`config.mk`:
```
export PLATFORM = sky130hd
export DESIGN_NAME = uart_tx_shifter
export DESIGN_NICKNAME = d
export VERILOG_FILES = /design/src/rtl/uart_pkg.sv /design/src/rtl/uart_baud_counter.sv /design/src/rtl/uart_tx_shifter.sv
export SDC_FILE = /design/constraint.sdc
export NUM_CORES = 1
export LEC_CHECK = 0
export ABC_CLOCK_PERIOD_IN_PS = 4800
export CAP_MARGIN = 25
export CELL_PAD_IN_SITES_DETAIL_PLACEMENT = 2
export CELL_PAD_IN_SITES_GLOBAL_PLACEMENT = 2
export CORE_ASPECT_RATIO = 1.5
export CORE_MARGIN = 10
export CORE_UTILIZATION = 39
export CTS_CLUSTER_SIZE = 16
export DETAILED_ROUTE_END_ITERATION = 6
export PLACE_DENSITY = 0.93
export SYNTH_ARGS = -nofsm -noshare
export SYNTH_HDL_FRONTEND = slang
export SYNTH_SLANG_ARGS = --single-unit
```
`constraint.sdc`:
```
create_clock -name clk -period 4.8 [get_ports clk]
set_input_delay 0.96 -clock clk [delete_from_list [all_inputs] [get_ports clk]]
set_output_delay 0.96 -clock clk [all_outputs]
set_load 0.03 [all_outputs]
```
`src/rtl/uart_pkg.sv`:
```
// Shared UART definitions: transmit FSM states, line constants and a parity helper.
package uart_pkg;

  typedef enum logic [2:0] {
    TX_IDLE,
    TX_START,
    TX_DATA,
    TX_PARITY,
    TX_STOP
  } tx_state_t;

  localparam int   UART_CLKS_PER_BIT_DEFAULT = 868;
  localparam logic UART_IDLE_LEVEL           = 1'b1;

  // Parity over the low data_bits of data; odd=1 inverts even parity.
  function automatic logic data_parity(input logic [7:0] data, input int data_bits, input logic odd);
    logic p;
    p = odd;
    for (int i = 0; i < 8; i++) begin
      if (i < data_bits) p = p ^ data[i];
    end
    return p;
  endfunction

endpackage

```
`src/rtl/uart_baud_counter.sv`:
```
// Bit-period timer: counts 0..CLKS_PER_BIT-1 and flags the last cycle of each bit.
module uart_baud_counter
  import uart_pkg::*;
#(
  parameter int CLKS_PER_BIT = UART_CLKS_PER_BIT_DEFAULT
) (
  input  logic clk,
  input  logic reset,
  input  logic clear,
  output logic bit_end
);

  localparam int CNT_W = $clog2(CLKS_PER_BIT);
  localparam logic [CNT_W-1:0] LAST = CNT_W'(CLKS_PER_BIT - 1);

  generate
    if (CLKS_PER_BIT < 2) begin : g_bad_clks
      $error("uart_baud_counter: CLKS_PER_BIT must be >= 2");
    end
  endgenerate

  logic [CNT_W-1:0] count;

  always_ff @(posedge clk or posedge reset) begin
    if (reset) begin
      count <= '0;
    end else if (clear || bit_end) begin
      count <= '0;
    end else begin
      count <= count + CNT_W'(1);
    end
  end

  assign bit_end = (count == LAST);

endmodule

```
`src/rtl/uart_tx_shifter.sv`:
```
// UART transmit serializer: frames the held data byte onto tx_serial with its own baud timing.
module uart_tx_shifter
  import uart_pkg::*;
#(
  parameter int CLKS_PER_BIT = UART_CLKS_PER_BIT_DEFAULT,
  parameter int DATA_BITS    = 8,
  parameter int PARITY_EN    = 0,
  parameter int PARITY_ODD   = 0,
  parameter int STOP_BITS    = 1
) (
  input  logic       clk,
  input  logic       reset,
  input  logic       tx_start,
  input  logic [7:0] tx_data,
  output logic       tx_busy,
  output logic       tx_serial,
  output logic       tx_done
);

  generate
    if (CLKS_PER_BIT < 2) begin : g_bad_clks
      $error("uart_tx_shifter: CLKS_PER_BIT must be >= 2");
    end
    if (DATA_BITS < 5 || DATA_BITS > 8) begin : g_bad_data
      $error("uart_tx_shifter: DATA_BITS must be 5..8");
    end
    if (PARITY_EN != 0 && PARITY_EN != 1) begin : g_bad_pen
      $error("uart_tx_shifter: PARITY_EN must be 0 or 1");
    end
    if (PARITY_ODD != 0 && PARITY_ODD != 1) begin : g_bad_podd
      $error("uart_tx_shifter: PARITY_ODD must be 0 or 1");
    end
    if (STOP_BITS != 1 && STOP_BITS != 2) begin : g_bad_stop
      $error("uart_tx_shifter: STOP_BITS must be 1 or 2");
    end
  endgenerate

  localparam logic [2:0] LAST_DATA = 3'(DATA_BITS - 1);
  localparam logic       LAST_STOP = 1'(STOP_BITS - 1);
  localparam logic       ODD       = (PARITY_ODD != 0);

  tx_state_t  state;
  logic [2:0] bit_cnt;
  logic       stop_cnt;
  logic [7:0] shift_reg;
  logic       parity_bit;
  logic       bit_end;
  logic       baud_clear;

  // Holding the counter at zero while idle makes the start bit a full period.
  assign baud_clear = (state == TX_IDLE);

  uart_baud_counter #(
    .CLKS_PER_BIT(CLKS_PER_BIT)
  ) u_baud (
    .clk    (clk),
    .reset  (reset),
    .clear  (baud_clear),
    .bit_end(bit_end)
  );

  always_ff @(posedge clk or posedge reset) begin
    if (reset) begin
      state      <= TX_IDLE;
      tx_serial  <= UART_IDLE_LEVEL;
      tx_busy    <= 1'b0;
      tx_done    <= 1'b0;
      bit_cnt    <= '0;
      stop_cnt   <= 1'b0;
      shift_reg  <= '0;
      parity_bit <= 1'b0;
    end else begin
      tx_done <= 1'b0;
      case (state)
        TX_IDLE: begin
          tx_serial <= UART_IDLE_LEVEL;
          tx_busy   <= 1'b0;
          if (tx_start) begin
            state     <= TX_START;
            tx_busy   <= 1'b1;
            tx_serial <= 1'b0;
          end
        end
        TX_START: begin
          // The data register is stable by now; capture it and its parity together.
          if (bit_end) begin
            state      <= TX_DATA;
            shift_reg  <= tx_data;
            parity_bit <= data_parity(tx_data, DATA_BITS, ODD);
            tx_serial  <= tx_data[0];
            bit_cnt    <= '0;
          end
        end
        TX_DATA: begin
          if (bit_end) begin
            if (bit_cnt == LAST_DATA) begin
              if (PARITY_EN != 0) begin
                state     <= TX_PARITY;
                tx_serial <= parity_bit;
              end else begin
                state     <= TX_STOP;
                tx_serial <= UART_IDLE_LEVEL;
                stop_cnt  <= 1'b0;
              end
            end else begin
              bit_cnt   <= bit_cnt + 3'd1;
              shift_reg <= shift_reg >> 1;
              tx_serial <= shift_reg[1];
            end
          end
        end
        TX_PARITY: begin
          if (bit_end) begin
            state     <= TX_STOP;
            tx_serial <= UART_IDLE_LEVEL;
            stop_cnt  <= 1'b0;
          end
        end
        TX_STOP: begin
          if (bit_end) begin
            if (stop_cnt == LAST_STOP) begin
              state   <= TX_IDLE;
              tx_busy <= 1'b0;
              tx_done <= 1'b1;
            end else begin
              stop_cnt <= stop_cnt + 1'b1;
            end
          end
        end
        default: begin
          state     <= TX_IDLE;
          tx_serial <= UART_IDLE_LEVEL;
          tx_busy   <= 1'b0;
        end
      endcase
    end
  end

endmodule

```
==> flow_summary.yaml, run 1 <==
outcome:
  outcome: "complete, no violations"
synthesis:
  synthFlopType: "dfrtp_1"
  synth-edff-count: 0
  syn_area_per_cell_um2: 11.13
  synth_cell_types: 35
  synthArstFlopShare: 1.000
  synth_top_area_cell: "dfrtp_1"
  yosys_warnings: 0
  syn_area_um2: 1335
  ys_ff_latch: 26
  ys_seq_area_frac: 0.4883
  synth_nets: 134
  yosys-top-cells-area: "dfrtp_1, mux2_4, mux2_2"
  netlist.area_leader.share: 0.4686
  synth_cells: 120
floorplanning:
  die_h_um: 91.66
  fp.dieW_um: 67.77
  io-pin-count: 14
  row_count: 26
  die-area_um2: 6211
  coreArea_um2: 3351
  start_util: 0.3984
routing:
  firstDrtPassIters: 4
  drc: 0
  drt-initial-drc-count: 15
  vias: 928
  viasPerCell: 5.243
  drt_wl_total_um: 3132
  ant_nets: 0
  routed_wire_length_per_instance_um: 17.69
clock_network:
  hold_buffers: 0
  root_buffer: "clkbuf_8"
  clock_path_buffers: 2
  clkLatencyLatePin_ps: 270
  clock-sinks: 26
  post_cts_buffers: 0
  htreeDepth: 1
  ctsResizeCount: 0
  clk_pin_slew_ps: 90
  cts-buffers-inserted: 3
  cts_tree: "built"
setup_path:
  crit_path_top_delay_cell: "clkdlybuf4s50_1"
  path_class: "flip-flop to output port"
  crit_buf_inv: 1
  crit_path_end_kind: "output port"
  crit_required_ps: 3840
  cp_max_fo: 3
  worstPathArrival_ps: 1480
  crit_family: "buffers and inverters"
  worst_setup_path_start_kind: "flip-flop"
  crit_chain: "clkdlybuf4s50_1"
  cp_slowest_stage_delay_ps: 670
global_route:
  grt_start_max_net_pins: 27
  globalRouteOverflowTotal: 0
  track_usage: 0.1136
  grt_pass1_wl_um: 5526
  antenna_found_initial: 0
  first_global_vias: 1150
timing:
  hold_violations: 0
  max_freq_mhz: 410.2
  slew_violations: 0
  finalCriticalPeriod_ps: 2438
  timing.slew.headroom: 0.5681
  finalSetupTns_ps: 0
  rsz0062_at_grt: "no"
  clock_skew_ps: 3.184
  worstMarginPinSlew_ps: 642.9
  period_share: 0.5079
  setup_violations: 0
cells_and_area:
  drive_above_1_share: 0.2000
  fillers: 341
  multi_input_area_um2: 641.9
  largest_reg_flops: 10
  seq_area_um2: 651.9
  area.growth.synth_to_final_pct: 18.46
  layout.nets: 150
  diodes: 0
pwr:
  power.leakage_uw: 0.0007187
  p_switching_uw: 169.1
  p_clk_frac: 0.254
  power.density_nw_per_um2: 350.0
  total_power_uw: 553.6
  p_int_uw: 384.5
  p_comb_frac: 0.233
  peakVddDrop_mv: 0.1981
  swShare: 0.3054
  sequentialPowerShare: 0.513
run:
  max_cap_violations: 0
place:
  place.gp.congestion: 0.7473
  hpwl_um: 2325
  port_buffers: 13
hold_path:
  hp-class: "flip-flop to flip-flop"
[power by group through the flow]
stage | sequential (µW) | combinational, µW | clock [µW]
floorplan | 291 | 79.0 | 0
global placement | 285 | 120 | 0
detailed placement | 288 | 127 | 0
CTS | 284 | 129 | 143
global route | 291 | 144 | 159
finish | 284 | 129 | 141
[synth_stat cells, drive strengths merged (2+ instances only)]
master  instances
nand3           4
nor2           18
or2             2
nand2           7
xnor2           5
ha              3
dfrtp          25
mux2           14
clkbuf          2
nor4            2
nor3            6
nand2b          3
inv             6
o21ai           5
mux2i           2
xor2            2
[through the flow]
stage,cells,utilization,setup WS [ps],cell area [µm²],hold slack (ps)
CTS,176,0.4638,2348,1554,510.6
global route,177,0.4720,2310,1582,540.0
floorplan,120,-,3096,1335,454.9
global placement,172,0.4473,2643,1499,470.5
detailed placement,172,0.4473,2582,1499,486.5
finish,177,0.4720,2362,1582,505.1
[cells in the final DEF, fill, tap and decap left out, types with 2 or more instances in the layout]
master | Yosys | routed
mux2_4 | 8 | 8
xnor2_1 | 5 | 5
nor2_1 | 17 | 17
nand2_1 | 7 | 7
clkbuf_8 | 0 | 4
xor2_1 | 2 | 2
o21ai_0 | 4 | 4
mux2_2 | 6 | 6
nand2b_1 | 3 | 3
nor3_1 | 6 | 6
clkdlybuf4s50_1 | 0 | 13
nand3_1 | 4 | 4
dfrtp_1 | 25 | 25
inv_1 | 6 | 6
mux2i_1 | 2 | 2
ha_1 | 3 | 3
[logic make-up after synthesis]
family / share of synthesized area
DFF: 0.4883
and+or+nand+nor: 0.1978
muxes: 0.1556
buffers and inverters: 0.03093
adders and majority gates: 0.02812
AOI/OAI and AO/OA: 0.05342
xor gates and xnor gates: 0.04592
[metal layers]
layer,up-vias,routed length [µm],global-route usage
li1,442,-,-
met1,469,1178,0.1163
met2,12,1808,0.2115
met3,5,93,0.02558
met4,0,51,0.04040
met5,-,0,0
[worst register-to-register path, stage by stage, from the launching register on]
cell	delay, ps
dfrtp_1	420
or3_4	430
nor4_4	310
nand3b_2	400
mux2_4	410
[layout make-up]
cell class,count,area share
Sequential cell,26,0.4122
Clock buffer,4,0.03481
Tap cell,42,0.03323
Inverter,6,0.01424
Multi-Input combinational cell,85,0.4059
Timing Repair Buffer,14,0.09968
[worst paths after layout]
kind,start,endpoint,slack [ps],cells after the start
setup / recovery,tx_serial,tx_serial,2360,1
hold / removal,u_baud.count[0],u_baud.count[0],510,1
setup reg to reg,u_baud.count[7],shift_reg[3],2720,4
hold reg to reg,u_baud.count[0],u_baud.count[0],510,1
max in group asynchronous,reset,tx_serial,3480,3
min in group asynchronous,reset,u_baud.count[8],880,2
(Power assumes the default switching activity.)
==> run 2, diff against run 1 <==
--- a/config.mk
+++ b/config.mk
@@ -5,16 +5,16 @@
 export SDC_FILE = /design/constraint.sdc
 export NUM_CORES = 1
 export LEC_CHECK = 0
-export ABC_CLOCK_PERIOD_IN_PS = 4800
+export ABC_CLOCK_PERIOD_IN_PS = 2500
 export CAP_MARGIN = 25
 export CELL_PAD_IN_SITES_DETAIL_PLACEMENT = 2
 export CELL_PAD_IN_SITES_GLOBAL_PLACEMENT = 2
 export CORE_ASPECT_RATIO = 1.5
 export CORE_MARGIN = 10
-export CORE_UTILIZATION = 39
+export CORE_UTILIZATION = 36
 export CTS_CLUSTER_SIZE = 16
 export DETAILED_ROUTE_END_ITERATION = 6
-export PLACE_DENSITY = 0.93
+export PLACE_DENSITY = 0.88
 export SYNTH_ARGS = -nofsm -noshare
 export SYNTH_HDL_FRONTEND = slang
 export SYNTH_SLANG_ARGS = --single-unit
==> constraint.sdc (replaced) <==
create_clock -name clk -period 2.5 [get_ports clk]
set_input_delay 0.5 -clock clk [delete_from_list [all_inputs] [get_ports clk]]
set_output_delay 0.5 -clock clk [all_outputs]
set_load 0.03 [all_outputs]
==> flow_summary.yaml, run 2 (same netlist as run 1, synthesis figures left out) <==
outcome:
  outcome: "complete, no violations"
place:
  place.gp.congestion: 0.7310
  place_area_um2: 1523
  hpwl_um: 2608
  place_inst: 176
  place_ws_ps: 369.4
  port_buffers: 13
timing:
  hold_violations: 0
  finalSetupTns_ps: 0
  timing.slew.headroom: 0.5994
  layout_setup_ws_ps: 420.9
  clock_skew_ps: 3.762
  worstMarginPinSlew_ps: 600.3
  rsz0062_at_grt: "no"
  max_freq_mhz: 481.0
  setup_violations: 0
  slew_violations: 0
  period_share: 0.8316
  finalCriticalPeriod_ps: 2079
global_route:
  track_usage: 0.1018
  antenna_found_initial: 0
  grt_pass1_wl_um: 5623
  globalRouteOverflowTotal: 0
  grt_start_max_net_pins: 16
  first_global_vias: 1161
pwr:
  peakVddDrop_mv: 0.4526
  power.density_nw_per_um2: 686.5
  power.leakage_uw: 0.0007209
clock_network:
  clock-sinks: 26
  ctsResizeCount: 0
  cts_tree: "built"
  hold_buffers: 0
  clk_pin_slew_ps: 90
  post_cts_buffers: 0
  clock_path_buffers: 2
  clkLatencyLatePin_ps: 270
  root_buffer: "clkbuf_8"
  htreeDepth: 1
  cts-buffers-inserted: 3
setup_path:
  r2r_setup_slack_ps: 420
  worst_setup_path_start_kind: "flip-flop"
  r2r-start: "u_baud.count[0]"
  crit_chain: "ha_1 > inv_1 > nor4_4 > nand3b_2 > mux2_4"
  path_class: "flip-flop to flip-flop"
  crit_required_ps: 2660
  crit_buf_inv: 1
  worstPathArrival_ps: 2240
  crit_family: "simple AND/OR/NAND/NOR gates"
  r2r-end: "bit_cnt[0]"
  crit_path_top_delay_cell: "nor4_4"
  cp_max_fo: 10
  cp_slowest_stage_delay_ps: 430
  reg2reg_depth: 5
  crit_path_end_kind: "flip-flop"
floorplanning:
  fp.dieW_um: 69.72
  die_h_um: 94.59
  io-pin-count: 14
  start_util: 0.3693
  row_count: 27
  die-area_um2: 6594
  coreArea_um2: 3615
cells_and_area:
  layout.nets: 152
  fin_area_um2: 1578
  final_cell_mix: "dfrtp_1, nor2_1, clkdlybuf4s50_1"
  fillers: 377
  drive_above_1_share: 0.2117
  diodes: 0
  multi_input_area_um2: 641.9
  final_cells: 180
  largest_reg_flops: 10
  area.growth.synth_to_final_pct: 18.18
  final_common_cell: "dfrtp_1"
  seq_area_um2: 651.9
hold_path:
  worstHoldStart: "tx_busy"
  hp-class: "flip-flop to flip-flop"
  min_to: "tx_busy"
  min_path_cells: 1
run:
  max_cap_violations: 0
routing:
  drt-initial-drc-count: 18
  drt_wl_total_um: 3310
  ant_nets: 0
  routed_wire_length_per_instance_um: 18.39
  drc: 0
  vias: 974
  firstDrtPassIters: 3
  viasPerCell: 5.411
run 2: cell count changes in the layout (fill, tap and decap cells not counted), sizes merged:
cell,change
buf,+2
run 2: area by class of cell:
cell class,count,area share
Clock buffer,4,0.03489
Inverter,6,0.01427
Multi-Input combinational cell,85,0.4068
Sequential cell,26,0.4132
Tap cell,43,0.03410
Timing Repair Buffer,16,0.09675
run 2: metal layers:
layer / up-vias / track usage / part of all wire
li1: 443 / - / -
met1: 516 / 0.09982 / 0.38
met2: 11 / 0.2102 / 0.59
met3: 4 / 0.01574 / 0.020
met4: 0 / 0.03135 / 0.014
met5: - / 0 / 0
run 2: per-stage QoR:
| stage | hold WS (ps) | utilization | total power (µW) |
|---|---|---|---|
| floorplan | 454.9 | - | 710.1 |
| global placement | 473.2 | 0.4213 | 785.0 |
| detailed placement | 493.2 | 0.4213 | 817.8 |
| CTS | 518.1 | 0.4365 | 1101 |
| global route | 535.3 | 0.4365 | 1143 |
| finish | 511.4 | 0.4365 | 1083 |
run 2: where the power goes:
group	total, µW	internal, µW	leakage, µW	switching, µW
sequential	547	480	0.000331	66.8
clock	276	141	0.0000288	136
combinational	260	118	0.000361	142
run 2: how the worst max path moves through the flow:
stage,to,depth (start not counted),slack [ps],from
2_1_floorplan,bit_cnt[0],5,800,u_baud.count[7]
3_3_place_gp,shift_reg[7],4,560,u_baud.count[4]
3_5_place_dp,shift_reg[1],5,370,u_baud.count[0]
4_1_cts,shift_reg[3],5,380,u_baud.count[0]
5_1_grt,bit_cnt[0],5,240,u_baud.count[0]
6_report,bit_cnt[0],5,420,u_baud.count[0]
==> run 3, diff against run 2 <==
--- a/config.mk
+++ b/config.mk
@@ -5,16 +5,16 @@
 export SDC_FILE = /design/constraint.sdc
 export NUM_CORES = 1
 export LEC_CHECK = 0
-export ABC_CLOCK_PERIOD_IN_PS = 2500
+export ABC_CLOCK_PERIOD_IN_PS = 1800
 export CAP_MARGIN = 25
 export CELL_PAD_IN_SITES_DETAIL_PLACEMENT = 2
 export CELL_PAD_IN_SITES_GLOBAL_PLACEMENT = 2
 export CORE_ASPECT_RATIO = 1.5
 export CORE_MARGIN = 10
-export CORE_UTILIZATION = 36
+export CORE_UTILIZATION = 33
 export CTS_CLUSTER_SIZE = 16
 export DETAILED_ROUTE_END_ITERATION = 6
-export PLACE_DENSITY = 0.88
+export PLACE_DENSITY = 0.85
 export SYNTH_ARGS = -nofsm -noshare
 export SYNTH_HDL_FRONTEND = slang
 export SYNTH_SLANG_ARGS = --single-unit
==> constraint.sdc (replaced) <==
create_clock -name clk -period 1.8 [get_ports clk]
set_input_delay 0.36 -clock clk [delete_from_list [all_inputs] [get_ports clk]]
set_output_delay 0.36 -clock clk [all_outputs]
set_load 0.03 [all_outputs]
==> flow_summary.yaml, run 3 (same netlist as run 1, synthesis figures left out) <==
floorplanning:
  die-area_um2: 7042
  start_util: 0.3402
  fp.dieW_um: 71.93
  die_h_um: 97.90
  row_count: 28
  io-pin-count: 14
  coreArea_um2: 3924
clock_network:
  htreeDepth: 1
  clock-sinks: 26
  cts_tree: "built"
  clk_pin_slew_ps: 100
  clock_path_buffers: 2
  hold_buffers: 0
  cts-buffers-inserted: 3
  root_buffer: "clkbuf_8"
  clkLatencyLatePin_ps: 280
cells_and_area:
  layout.nets: 161
  fillers: 436
  largest_reg_flops: 10
  drive_above_1_share: 0.2740
  final_common_cell: "dfrtp_1"
  final_cells: 191
  final_cell_mix: "dfrtp_1, nor2_1, clkdlybuf4s50_1"
  final_core_util: 0.4286
  diodes: 0
  area.growth.synth_to_final_pct: 25.96
place:
  port_buffers: 13
  hpwl_um: 2830
  place.gp.congestion: 0.7070
  place_inst: 185
global_route:
  track_usage: 0.1047
  antenna_found_initial: 0
  globalRouteOverflowTotal: 0
  grt_pass1_wl_um: 5906
  first_global_vias: 1167
  grt_start_max_net_pins: 27
setup_path:
  crit_path_end_kind: "flip-flop"
  cp_slowest_stage_delay_ps: 390
  worstPathArrival_ps: 1910
  path_class: "flip-flop to flip-flop"
  crit_chain: "ha_1 > inv_1 > nor4_4 > nand3b_2 > buf_12 > mux2_4"
  worst_setup_path_start_kind: "flip-flop"
  crit_required_ps: 1960
  cp_max_fo: 10
  crit_path_top_delay_cell: "dfrtp_1"
  r2r_setup_slack_ps: 60
pwr:
  peakVddDrop_mv: 0.5454
  power.leakage_uw: 0.0007784
  power.density_nw_per_um2: 1005
routing:
  drc: 0
  drt_wl_total_um: 3589
  vias: 989
  ant_nets: 0
  drt-initial-drc-count: 21
  firstDrtPassIters: 3
  routed_wire_length_per_instance_um: 18.79
  viasPerCell: 5.178
timing:
  setup_violations: 0
  finalCriticalPeriod_ps: 1744
  slew_violations: 0
  clock_skew_ps: 9.444
  finalSetupTns_ps: 0
  hold_violations: 0
  period_share: 0.9691
  timing.slew.headroom: 0.7440
  max_freq_mhz: 573.3
  worstMarginPinSlew_ps: 380.6
hold_path:
  hp-class: "input port to async pin"
run:
  max_cap_violations: 0
outcome:
  outcome: "complete, no violations"
run 3: cell count changes in the layout (fill, tap and decap cells not counted), sizes merged:
cell / previous run / this run
clkdlybuf4s50: 13 / 12
clkbuf: 4 / 3
bufinv: 0 / 1
buf: 3 / 12
dlygate4sd2: 0 / 1
run 3: worst paths after layout:
check,depth (start not counted),end,start
worst max-delay path,6,shift_reg[5],u_baud.count[0]
worst min-delay path,3,bit_cnt[0],reset
worst max register to register,6,shift_reg[5],u_baud.count[0]
worst min register to register,1,u_baud.count[0],u_baud.count[0]
max in group asynchronous,3,tx_serial,reset
min in group clk,1,u_baud.count[0],u_baud.count[0]
run 3: power by group:
group          total [µW]  switching, µW  internal (µW)
combinational         457            244            212
sequential            740           73.3            667
clock                 493            195            298
total                1690            513           1180
run 3: critical path, delay by kind of cell (launching register included):
kind          cells  cell delay, ps
simple gates      2             450
flops             1             390
buf+inv           2             310
mux               1             290
fa+ha+maj         1             190
run 3: per-stage QoR:
step	instance area [µm²]	worst slack, ps	total power [µW]	hold WS, ps
3_5_place_dp	1590	33.44	1187	492.5
5_1_grt	1682	-4.305	1777	490.3
6_report	1682	55.58	1690	436.0
4_1_cts	1660	2.464	1683	445.8
3_3_place_gp	1590	113.4	1127	471.5
2_1_floorplan	1335	96.34	986.2	399.3
run 3: layout make-up:
| type | count | area, µm² | area share |
|---|---|---|---|
| Sequential cell | 26 | 651.9 | 0.3876 |
| Multi-Input combinational cell | 85 | 648.1 | 0.3854 |
| Timing Repair Buffer | 25 | 231.5 | 0.1376 |
| Tap cell | 45 | 56.30 | 0.03348 |
| Clock buffer | 3 | 41.29 | 0.02455 |
| Clock inverter | 1 | 30.03 | 0.01786 |
| Inverter | 6 | 22.52 | 0.01339 |
run 3: metal layers:
layer  part of all wire  track usage
met5                  0            0
met4              0.015      0.04484
met3              0.021      0.01621
met2               0.59       0.2050
met1               0.37       0.1013
run 3: repair_timing:
action / 4_1_cts / 5_1_grt
hold endpoints to repair: 0 / 0
endpoints found under the setup margin: 1 / 15
gates resized for setup: 1 / 2
setup buffers: 0 / 2
cloned: 0 / 0
